**src/rtl/d5m_sensor_emulator.sv**
```systemverilog
// -----------------------------------------------------------------------------
// d5m_sensor_emulator
//
// Device-side model of the TRDB_D5M camera sensor. It generates the pixel
// clock, 12-bit pixel data, LINE_VALID, FRAME_VALID and the snapshot strobe
// with the same framing as the real sensor. The capture path can then be
// exercised without the daughter board.
//
// Build option:
//   D5M_EMU_LFSR_EN  - when defined, test pattern 3 is 12-bit LFSR noise
//                      (x^12+x^6+x^4+x+1, seeded 0xACE at reset and at every
//                      FRAME_VALID rise). When undefined, pattern 3 is the
//                      low 12 bits of the completed-frame counter.
//
// Ports:
//   ul1Clock            in   system clock
//   ul1Resetn           in   asynchronous active-low reset
//   ul1Enable           in   run enable (checked only between frames)
//   ul1SnapshotMode     in   0 = continuous, 1 = one frame per trigger
//   ul2PatternSel       in   test pattern select (latched between frames)
//   ul1SnapshotTrigger  in   asynchronous trigger, rising edge
//   ul1PixelClock       out  pixel clock = ul1Clock / 2
//   ul12PixelData       out  pixel data, 0 while LINE_VALID is low
//   ul1LineValid        out  LINE_VALID
//   ul1FrameValid       out  FRAME_VALID
//   ul1SnapshotStrobe   out  strobe ahead of exposure/readout
//   ul16FrameCount      out  completed frames, wraps at 0xFFFF
//   ul3FsmState         out  debug view of the framing FSM state
//
// Timing: every state/counter update happens on a "pixel tick", i.e. a
// ul1Clock cycle in which ul1PixelClock is 1. The outputs therefore move on
// the falling edge of the pixel clock and are stable at its rising edge.
// All video outputs are decoded from registers that share the asynchronous
// reset, so they drop to 0 as soon as reset asserts.
// -----------------------------------------------------------------------------
module d5m_sensor_emulator #(
    parameter int H_ACTIVE   = 640,
    parameter int V_ACTIVE   = 480,
    parameter int H_BLANK    = 160,
    parameter int FV_LEAD    = 8,
    parameter int FV_TRAIL   = 8,
    parameter int V_BLANK    = 2000,
    parameter int STROBE_LEN = 16
) (
    input  logic        ul1Clock,
    input  logic        ul1Resetn,
    input  logic        ul1Enable,
    input  logic        ul1SnapshotMode,
    input  logic [1:0]  ul2PatternSel,
    input  logic        ul1SnapshotTrigger,
    output logic        ul1PixelClock,
    output logic [11:0] ul12PixelData,
    output logic        ul1LineValid,
    output logic        ul1FrameValid,
    output logic        ul1SnapshotStrobe,
    output logic [15:0] ul16FrameCount,
    output logic [2:0]  ul3FsmState
);

    function automatic int maxInt(input int a, input int b);
        return (a > b) ? a : b;
    endfunction

    // One dwell counter serves every timed state; in LINE it is the column.
    localparam int DWELL_MAX = maxInt(maxInt(maxInt(H_ACTIVE, H_BLANK),
                                             maxInt(FV_LEAD, FV_TRAIL)),
                                      maxInt(V_BLANK, STROBE_LEN));
    localparam int DW = (DWELL_MAX > 1) ? $clog2(DWELL_MAX) : 1;
    localparam int LW = (V_ACTIVE > 1) ? $clog2(V_ACTIVE) : 1;

    localparam logic [DW-1:0] H_ACTIVE_LAST   = DW'(H_ACTIVE - 1);
    localparam logic [DW-1:0] H_BLANK_LAST    = DW'(H_BLANK - 1);
    localparam logic [DW-1:0] FV_LEAD_LAST    = DW'(FV_LEAD - 1);
    localparam logic [DW-1:0] FV_TRAIL_LAST   = DW'(FV_TRAIL - 1);
    localparam logic [DW-1:0] V_BLANK_LAST    = DW'(V_BLANK - 1);
    localparam logic [DW-1:0] STROBE_LEN_LAST = DW'(STROBE_LEN - 1);
    localparam logic [LW-1:0] V_ACTIVE_LAST   = LW'(V_ACTIVE - 1);

    typedef enum logic [2:0] {
        S_IDLE     = 3'd0,
        S_STROBE   = 3'd1,
        S_FV_LEAD  = 3'd2,
        S_LINE     = 3'd3,
        S_HBLANK   = 3'd4,
        S_FV_TRAIL = 3'd5,
        S_VBLANK   = 3'd6
    } state_t;

    state_t          state;
    state_t          stateNext;
    logic [DW-1:0]   dwellCount;
    logic [DW-1:0]   dwellNext;
    logic [LW-1:0]   lineCount;
    logic [LW-1:0]   lineNext;
    logic [15:0]     frameCount;
    logic [15:0]     frameNext;
    logic [1:0]      patternReg;
    logic [1:0]      patternNext;
    logic            pixelTick;
    logic            consumeTrigger;
    logic            fvRise;

    logic [2:0]      trigSync;
    logic            trigRise;
    logic            trigPending;
    logic            trigPendingNext;

    logic [11:0]     xPix;
    logic            yBit0;
    logic            yBit3;
    logic [11:0]     pattern3Value;
    logic [11:0]     pixelValue;

    assign pixelTick = ul1PixelClock;

    // trigSync[1:0] is the synchronizer, trigSync[2] holds the previous
    // synchronized level for the rising-edge detector.
    assign trigRise = trigSync[1] & ~trigSync[2];

    // ------------------------------------------------------------------
    // State, counters, pixel clock and trigger registers
    // ------------------------------------------------------------------
    always_ff @(posedge ul1Clock or negedge ul1Resetn) begin
        if (!ul1Resetn) begin
            ul1PixelClock <= 1'b0;
            state         <= S_IDLE;
            dwellCount    <= '0;
            lineCount     <= '0;
            frameCount    <= '0;
            patternReg    <= '0;
            trigSync      <= '0;
            trigPending   <= 1'b0;
        end else begin
            ul1PixelClock <= ~ul1PixelClock;
            trigSync      <= {trigSync[1:0], ul1SnapshotTrigger};
            trigPending   <= trigPendingNext;
            if (pixelTick) begin
                state      <= stateNext;
                dwellCount <= dwellNext;
                lineCount  <= lineNext;
                frameCount <= frameNext;
                patternReg <= patternNext;
            end
        end
    end

    // ------------------------------------------------------------------
    // Next-state logic (evaluated every cycle, committed on ticks)
    // ------------------------------------------------------------------
    always_comb begin
        stateNext      = state;
        dwellNext      = dwellCount;
        lineNext       = lineCount;
        frameNext      = frameCount;
        patternNext    = patternReg;
        consumeTrigger = 1'b0;
        fvRise         = 1'b0;

        case (state)
            S_IDLE: begin
                // Mode and pattern are only looked at here, so a change
                // during a frame lands on the next frame.
                patternNext = ul2PatternSel;
                dwellNext   = '0;
                lineNext    = '0;
                if (ul1Enable) begin
                    if (!ul1SnapshotMode) begin
                        stateNext = S_FV_LEAD;
                        fvRise    = 1'b1;
                    end else if (trigPending) begin
                        stateNext      = S_STROBE;
                        consumeTrigger = 1'b1;
                    end
                end
            end

            S_STROBE: begin
                if (dwellCount == STROBE_LEN_LAST) begin
                    dwellNext = '0;
                    stateNext = S_FV_LEAD;
                    fvRise    = 1'b1;
                end else begin
                    dwellNext = dwellCount + DW'(1);
                end
            end

            S_FV_LEAD: begin
                if (dwellCount == FV_LEAD_LAST) begin
                    dwellNext = '0;
                    stateNext = S_LINE;
                end else begin
                    dwellNext = dwellCount + DW'(1);
                end
            end

            S_LINE: begin
                if (dwellCount == H_ACTIVE_LAST) begin
                    dwellNext = '0;
                    stateNext = (lineCount == V_ACTIVE_LAST) ? S_FV_TRAIL : S_HBLANK;
                end else begin
                    dwellNext = dwellCount + DW'(1);
                end
            end

            S_HBLANK: begin
                if (dwellCount == H_BLANK_LAST) begin
                    dwellNext = '0;
                    lineNext  = lineCount + LW'(1);
                    stateNext = S_LINE;
                end else begin
                    dwellNext = dwellCount + DW'(1);
                end
            end

            S_FV_TRAIL: begin
                if (dwellCount == FV_TRAIL_LAST) begin
                    dwellNext = '0;
                    frameNext = frameCount + 16'd1;
                    stateNext = S_VBLANK;
                end else begin
                    dwellNext = dwellCount + DW'(1);
                end
            end

            S_VBLANK: begin
                if (dwellCount == V_BLANK_LAST) begin
                    dwellNext = '0;
                    stateNext = S_IDLE;
                end else begin
                    dwellNext = dwellCount + DW'(1);
                end
            end

            default: begin
                dwellNext = '0;
                stateNext = S_IDLE;
            end
        endcase
    end

    // A rise is only remembered while the FSM sits in IDLE; anything that
    // arrives during a frame is dropped rather than queued.
    always_comb begin
        trigPendingNext = trigPending;
        if (pixelTick && consumeTrigger) begin
            trigPendingNext = 1'b0;
        end else if (trigRise && (state == S_IDLE)) begin
            trigPendingNext = 1'b1;
        end
    end

    // ------------------------------------------------------------------
    // Pattern 3 source
    // ------------------------------------------------------------------
`ifdef D5M_EMU_LFSR_EN
    logic [11:0] lfsr;

    // Reseeded at every FRAME_VALID rise and stepped once per active pixel,
    // so every frame carries the identical noise sequence.
    always_ff @(posedge ul1Clock or negedge ul1Resetn) begin
        if (!ul1Resetn) begin
            lfsr <= 12'hACE;
        end else if (pixelTick) begin
            if (fvRise) begin
                lfsr <= 12'hACE;
            end else if (state == S_LINE) begin
                lfsr <= {lfsr[10:0], lfsr[11] ^ lfsr[5] ^ lfsr[3] ^ lfsr[0]};
            end
        end
    end

    assign pattern3Value = lfsr;
`else
    assign pattern3Value = frameCount[11:0];
`endif

    // ------------------------------------------------------------------
    // Pixel data
    // ------------------------------------------------------------------
    assign xPix  = 12'(dwellCount);
    assign yBit0 = lineCount[0];
    assign yBit3 = |(12'(lineCount) & 12'h008);

    always_comb begin
        pixelValue = 12'h000;
        case (patternReg)
            2'd0: pixelValue = xPix;
            2'd1: begin
                if (!xPix[0] && !yBit0) begin
                    pixelValue = 12'hFFF;
                end else if (xPix[0] && yBit0) begin
                    pixelValue = 12'h000;
                end else begin
                    pixelValue = 12'h800;
                end
            end
            2'd2: pixelValue = (xPix[3] ^ yBit3) ? 12'hFFF : 12'h000;
            2'd3: pixelValue = pattern3Value;
            default: pixelValue = 12'h000;
        endcase
    end

    // ------------------------------------------------------------------
    // Output decode
    // ------------------------------------------------------------------
    assign ul1LineValid      = (state == S_LINE);
    assign ul1FrameValid     = (state == S_FV_LEAD) || (state == S_LINE) ||
                               (state == S_HBLANK)  || (state == S_FV_TRAIL);
    assign ul1SnapshotStrobe = (state == S_STROBE);
    assign ul12PixelData     = (state == S_LINE) ? pixelValue : 12'h000;
    assign ul16FrameCount    = frameCount;
    assign ul3FsmState       = state;

endmodule

```
**config.mk**
```make
export PLATFORM = sky130hd
export DESIGN_NAME = d5m_sensor_emulator
export DESIGN_NICKNAME = d
export VERILOG_FILES = /design/src/rtl/d5m_sensor_emulator.sv
export SDC_FILE = /design/constraint.sdc
export NUM_CORES = 1
export LEC_CHECK = 0
export CAP_MARGIN = 20
export CELL_PAD_IN_SITES_DETAIL_PLACEMENT = 1
export CELL_PAD_IN_SITES_GLOBAL_PLACEMENT = 2
export CORE_ASPECT_RATIO = 0.75
export CORE_MARGIN = 5
export CORE_UTILIZATION = 35
export CTS_CLUSTER_SIZE = 12
export DETAILED_ROUTE_END_ITERATION = 10
export PLACE_DENSITY_LB_ADDON = 0.1
export SETUP_SLACK_MARGIN = 0.05
export SYNTH_ARGS = -nofsm -noshare
export SYNTH_HDL_FRONTEND = slang
export SYNTH_SLANG_ARGS = --single-unit
```
**constraint.sdc**
```tcl
create_clock -name ul1Clock -period 3.2 [get_ports ul1Clock]
set_input_delay 0.32 -clock ul1Clock [delete_from_list [all_inputs] [get_ports ul1Clock]]
set_output_delay 0.32 -clock ul1Clock [all_outputs]
set_load 0.01 [all_outputs]
```
# Yosys cells after proc, flatten, opt, wreduce, memory -nomap -nowiden

Cells that the tools add are included.

Flip-flop bits (word level): 46
Input port bits: 7
Output and inout port bits: 35
Word-level logic and storage cells: 86

Add/subtract/negate cells: 3
Equal/unequal tests: 23
Mux-type cells: 30
Bitwise operators: 4
Reduce and logical (&&, ||, !) cells: 18

Operator list:

| operator              | number |
|---|---|
| $mux 11               | 5 |
| $pmux 11 s5           | 1 |
| $mux 12               | 4 |
| $pmux 12 s4           | 1 |
| $mux 3                | 9 |
| $pmux 3 s7            | 1 |
| $pmux 9 s2            | 1 |
| $add 16x1->16 const B | 1 |
| $add 11x1->11 const B | 1 |
| $eq 11x10->1 const B  | 1 |
| $eq 11x11->1 const B  | 1 |
| $eq 11x3->1 const B   | 1 |
| $eq 11x4->1 const B   | 1 |
| $eq 11x8->1 const B   | 1 |
| $ne 2x2->1 const B    | 5 |
| $add 9x1->9 const B   | 1 |
| $eq 3x3->1 const B    | 3 |
| $eq 9x9->1 const B    | 1 |
| $mux 9                | 1 |
| $reduce_and 9->1      | 1 |
| $mux 1                | 7 |
| $eq 3x2->1 const B    | 2 |
| $reduce_and 3->1      | 2 |
| $eq 2x2->1 const B    | 2 |
| 15 further kinds      | 24 |

# Logic depth before layout (Yosys ltp)

Depth in word-level cells: 6
Mapped depth: 7
Mapped depth without buffers: 6

# Least setup slack after synthesis

Ideal clock, no wire load.

Path type: reg2reg
Start point: register dwellCount[0]
End point: register state[0], in the netlist ul3FsmState[0]
Library setup time: 0.125 ns
Arrival time: 2.004 ns
Data required time: 3.075 ns
Path slack: 1.071 ns
Stages on the path, launching flop included: 7
Buffers on the path: 0
Clock period less this slack: 2.129 ns
Cells stage by stage: dfrtp_1 -> ha_1 -> nor4bb_1 -> and3_1 -> o221ai_2 -> or3_4 -> mux2_4

Cells in the longest elaborated chain, start to end: 3
Elaborated cells on any way between the ends: 12
Classes of those cells: eq/ne: 11; reduce/logical: 1

Ends and longest elaborated chain:

| what                                                      | line | RTL |
|---|---|---|
| start: declaration                                        | 91   | `logic [DW-1:0] dwellCount;` |
| start signal: assignment                                  | 139  | `dwellCount <= dwellNext;` |
| $eq 11x11->1 (tied with other cells)                      | 226  | `if (dwellCount == V_BLANK_LAST) begin` |
| $ne 2x2->1 (no source line) or $ne 2x1->1 (tied branches) | --   |  |
| $reduce_and 9->1 (no source line) (*)                     | --   |  |
| end signal: assignment                                    | 138  | `state <= stateNext;` |
| end: declaration                                          | 89   | `state_t state;` |

Every way passes the cells marked *; elsewhere a longest branch is shown, timed or not.
A chain may end at the register's enable or synchronous reset.

# Worst setup path in the final report

Start point: register dwellCount[3]
End point: output ul12PixelData[3]

Cells in the longest elaborated chain, start to end: 4

Ends and longest elaborated chain:

| what             | line | RTL |
|---|---|---|
| $xor 1x1->1      | 297  | `2'd2: pixelValue = (xPix[3] ^ yBit3) ? 12'hFFF : 12'h000;` |
| $mux 12          | 297  |  |
| $pmux 12 s4 (*)  | 286  | `case (patternReg)` |
| $mux 12 (*)      | 310  | `assign ul12PixelData = (state == S_LINE) ? pixelValue : 12'h000;` |
| end: declaration | 52   | `output logic [11:0] ul12PixelData,` |

Marked as above.

==> PnR_summary.wiki <==
{| class="wikitable"
! Metric !! Value
|-
| Result of the run || finished, final reports clean
|-
| Final setup viols || 0
|-
| Largest net degree at the start of global routing || 47
|-
| Number of maximum-capacitance constraint violations || 0
|-
| Floorplan core area || 7810 sq um
|-
| Endpoint class of the critical path || primary output
|-
| Wire length after detailed routing || 7890 microns
|-
| Number of diodes || 0
|-
| Crit Path Class || reg2out
|-
| Power, Total || 2.21 mW
|-
| Maximum level of the CTS H-tree || 2
|-
| Worst Path Required || roughly 2900 ps
|-
| Power density of the placed cells || about 650 nW/um^2
|-
| Area contributors post-synth || sky130_fd_sc_hd__dfrtp_1, sky130_fd_sc_hd__xnor2_1, sky130_fd_sc_hd__o21ai_0
|-
| Synthesized area || 2770 sq um
|-
| Layout cell share with drive strength beyond 1 || 0.0758
|-
| Post-route setup TNS || 0 ps
|-
| Remaining Overflow, GRT || 0
|-
| Fin nets || roughly 370
|-
| Start of the worst register-to-register path || dwellCount[0]
|-
| Share of synthesized area occupied by flip-flops and latches || 0.416
|-
| Buffer type at the clock tree root || sky130_fd_sc_hd__clkbuf_8
|-
| Number of filler instances in the final layout || just over 900
|-
| Yosys Warn Count || 0
|-
| Highest fanout seen on the critical path || 22
|-
| DP HPWL || 5820 microns
|-
| Maximum count of clock buffers along a single path || 2
|-
| Count of flip-flops with a built-in enable after synthesis || 0
|-
| Arrival time at the worst endpoint || between 2000 and 2500 ps
|-
| Global-route wire length before repair || 13200 microns
|-
| Final RePlAce weighted congestion || 0.807
|-
| CTS tree || done
|-
| Count of endpoints failing hold in the final timing report || 0
|-
| Total global-route track usage || 0.168
|-
| Area of the multi-input gates || 1500 sq um
|-
| Maximum frequency from static timing analysis || 374 MHz
|-
| Hold Path Stages || 0
|-
| Number of cells on the worst reg-to-reg path || 6
|-
| Clock skew || 11.9 ps
|-
| Initial core utilization || 0.355
|-
| Number of buffers created by CTS || 5
|-
| Gates resized, CTS repair || 0
|-
| I/O pin cnt || 42
|-
| Number of buffers inserted by port buffering || between 40 and 50
|-
| Worst-Margin Slew || between 800 and 900 ps
|-
| Remaining design rule violation count || 0
|-
| #FFs+latches synth || 46
|-
| Hold-fix buffers at CTS || 0
|-
| Cell taking the most area after synthesis || sky130_fd_sc_hd__dfrtp_1
|-
| Distinct cell type count after synthesis || 52
|-
| Vias per cell || 5.36
|-
| Die H || about 87 microns
|-
| Worst hold path startpoint || trigSync[0]
|-
| Clock input transition at the sequential cells of the worst setup and hold paths || 100 ps
|-
| First-pass iteration count of the detailed router || 4
|-
| Sequential cell area || around 1200 sq um
|-
| Yosys top cell area share || 0.416
|-
| Post-synth ARST share || 1.00
|-
| Clock network latency to the later pin of the worst-skew pair || 300 ps
|-
| Reg2reg setup slack || approximately 600 ps
|-
| Capture instance of the worst register-to-register path || ul3FsmState[0]
|-
| Iteration-0 DRC count of the detailed router || 113
|-
| Final Cycle Share || 0.835
|-
| Postcts setup bufs || 0
|-
| Max VDD drop || 0.277 mV
|-
| Initial antenna violation count || 0
|-
| Antenna-violating nets left || 0
|-
| Number of pins with negative max-slew slack in the final report || 0
|-
| Die outline area || 9810 sq um
|-
| Mean instance size in the synthesized netlist || 8.77 sq um
|-
| Clock period minus final worst setup slack || 2670 ps
|-
| Post-Syn Nets || ~330
|-
| Floorplan row count || 28
|-
| Hold Path End || trigSync[1]
|-
| Area growth from synthesis to layout || 22.9%
|-
| Setup repair after global routing missed its margin || false
|-
| Post-Synthesis Cells || 316
|-
| Vias in the first global route || 2547
|-
| Headroom to the max-slew limit || 0.425
|-
| Final routed wire length divided by cell count || around 17 microns
|-
| Leakage Power || 1.38 nW
|-
| Total via count after detailed routing || 2473
|-
| Number of sinks driven by the clock tree || 46
|-
| Dominant synthesized flop cell || sky130_fd_sc_hd__dfrtp_1
|-
| Kind of start point of the critical path || flip-flop
|-
| Class of the tightest hold or removal check || reg2reg
|-
| Die outline width || 113 microns
|}
-- layout by cell type, fill, tap and decap left out, types with 3 or more instances in the layout --
cell / n
sky130_fd_sc_hd__xnor2_1: 17
sky130_fd_sc_hd__ha_1: 3
sky130_fd_sc_hd__buf_4: 7
sky130_fd_sc_hd__o21ai_0: 28
sky130_fd_sc_hd__nor3_1: 7
sky130_fd_sc_hd__nand4_1: 8
sky130_fd_sc_hd__clkbuf_8: 5
sky130_fd_sc_hd__nor4_1: 3
sky130_fd_sc_hd__inv_1: 12
sky130_fd_sc_hd__dfrtp_1: 46
sky130_fd_sc_hd__a21oi_1: 14
sky130_fd_sc_hd__nand2b_1: 3
sky130_fd_sc_hd__and2_1: 13
sky130_fd_sc_hd__or3_1: 5
sky130_fd_sc_hd__o311ai_0: 6
sky130_fd_sc_hd__o221ai_1: 3
sky130_fd_sc_hd__nand3_1: 15
sky130_fd_sc_hd__xor2_1: 10
sky130_fd_sc_hd__nand2_1: 30
sky130_fd_sc_hd__clkdlybuf4s50_1: 40
sky130_fd_sc_hd__and3_1: 13
sky130_fd_sc_hd__nor2_1: 25
-- cells by family after synthesis --
logic type                 after synthesis  synth area share
AOI/OAI and AO/OA                       70             0.166
xor gates and xnor gates                27            0.0854
adders and majority gates                3            0.0136
buffers and inverters                   30            0.0429
DFF                                     46             0.416
muxes                                    4            0.0172
and+or+nand+nor                        136             0.259
-- where the power goes --
| group | switching [mW] | internal [mW] | total, mW |
|---|---|---|---|
| logic | 0.607 | 0.460 | 1.07 |
| clock network | 0.220 | 0.154 | 0.374 |
| registers | 0.124 | 0.648 | 0.772 |
-- cells in the mapped netlist, types with 3 or more instances --
cell,count
sky130_fd_sc_hd__xor2_1,10
sky130_fd_sc_hd__ha_1,3
sky130_fd_sc_hd__and3_1,13
sky130_fd_sc_hd__nand2_1,30
sky130_fd_sc_hd__inv_1,12
sky130_fd_sc_hd__nor4_1,3
sky130_fd_sc_hd__o21ai_0,28
sky130_fd_sc_hd__nor3_1,7
sky130_fd_sc_hd__dfrtp_1,46
sky130_fd_sc_hd__and2_1,13
sky130_fd_sc_hd__or3_1,5
sky130_fd_sc_hd__clkbuf_1,12
sky130_fd_sc_hd__nand4_1,8
sky130_fd_sc_hd__nand3_1,15
sky130_fd_sc_hd__nand2b_1,3
sky130_fd_sc_hd__xnor2_1,17
sky130_fd_sc_hd__o311ai_0,6
sky130_fd_sc_hd__a21oi_1,14
sky130_fd_sc_hd__o221ai_1,3
sky130_fd_sc_hd__buf_2,3
sky130_fd_sc_hd__nor2_1,25
-- critical path, stage by stage (launching register included) --
cell                              delay (ps)
sky130_fd_sc_hd__dfrtp_1                 530
sky130_fd_sc_hd__xnor2_1                 200
sky130_fd_sc_hd__a21oi_1                 170
sky130_fd_sc_hd__buf_4                   230
sky130_fd_sc_hd__o21ai_0                 110
sky130_fd_sc_hd__a21oi_1                 230
sky130_fd_sc_hd__clkdlybuf4s50_1         570
-- area by class of cell --
class,instances,share of cell area
repair buffers,50,0.143
flip-flops and latches,46,0.338
clock inverters,3,0.00625
well taps,105,0.0386
clock buffers,5,0.0202
inverters,12,0.0132
multi-input cells,240,0.440
-- metrics by stage --
step	setup slack, ps	instance area [sq um]	std cells	hold slack [ps]	utilization
after global placement	733	3290	451	337	0.421
after detailed placement	624	3290	451	347	0.421
after floorplan	1070	2770	316	24.4	-
final	527	3410	461	368	0.436
after CTS	514	3380	459	259	0.432
after global routing	329	3410	461	381	0.436
-- routing by layer --
layer | GRT usage | up-vias | routed length, microns
met4 | 0.0273 | 0 | 44
met2 | 0.259 | 36 | 3410
met3 | 0.0306 | 4 | 262
met5 | 0 | - | 0
li1 | - | 1205 | -
met1 | 0.249 | 1228 | 4170
-- registers in the layout, indices dropped and copies added (netlist names) --
signal and cells:
ul16FrameCount 16, dwellCount 11, lineCount 9, trigSync 3, ul3FsmState 3, patternReg 2
trigPending 1, ul1PixelClock 1
-- how the worst max path moves through the flow --
stage                        startpoint               end  slack, ps  cells past startpoint
after global routing      dwellCount[3]  ul12PixelData[2]        330                      6
after CTS                 dwellCount[3]  ul12PixelData[3]        510                      6
after floorplan           dwellCount[0]    ul3FsmState[0]       1070                      6
final                     dwellCount[3]  ul12PixelData[3]        530                      6
after global placement    dwellCount[0]    ul3FsmState[0]        730                      6
after detailed placement  dwellCount[0]    ul3FsmState[2]        620                      6
Note: power is estimated with default switching activity, not from simulation.
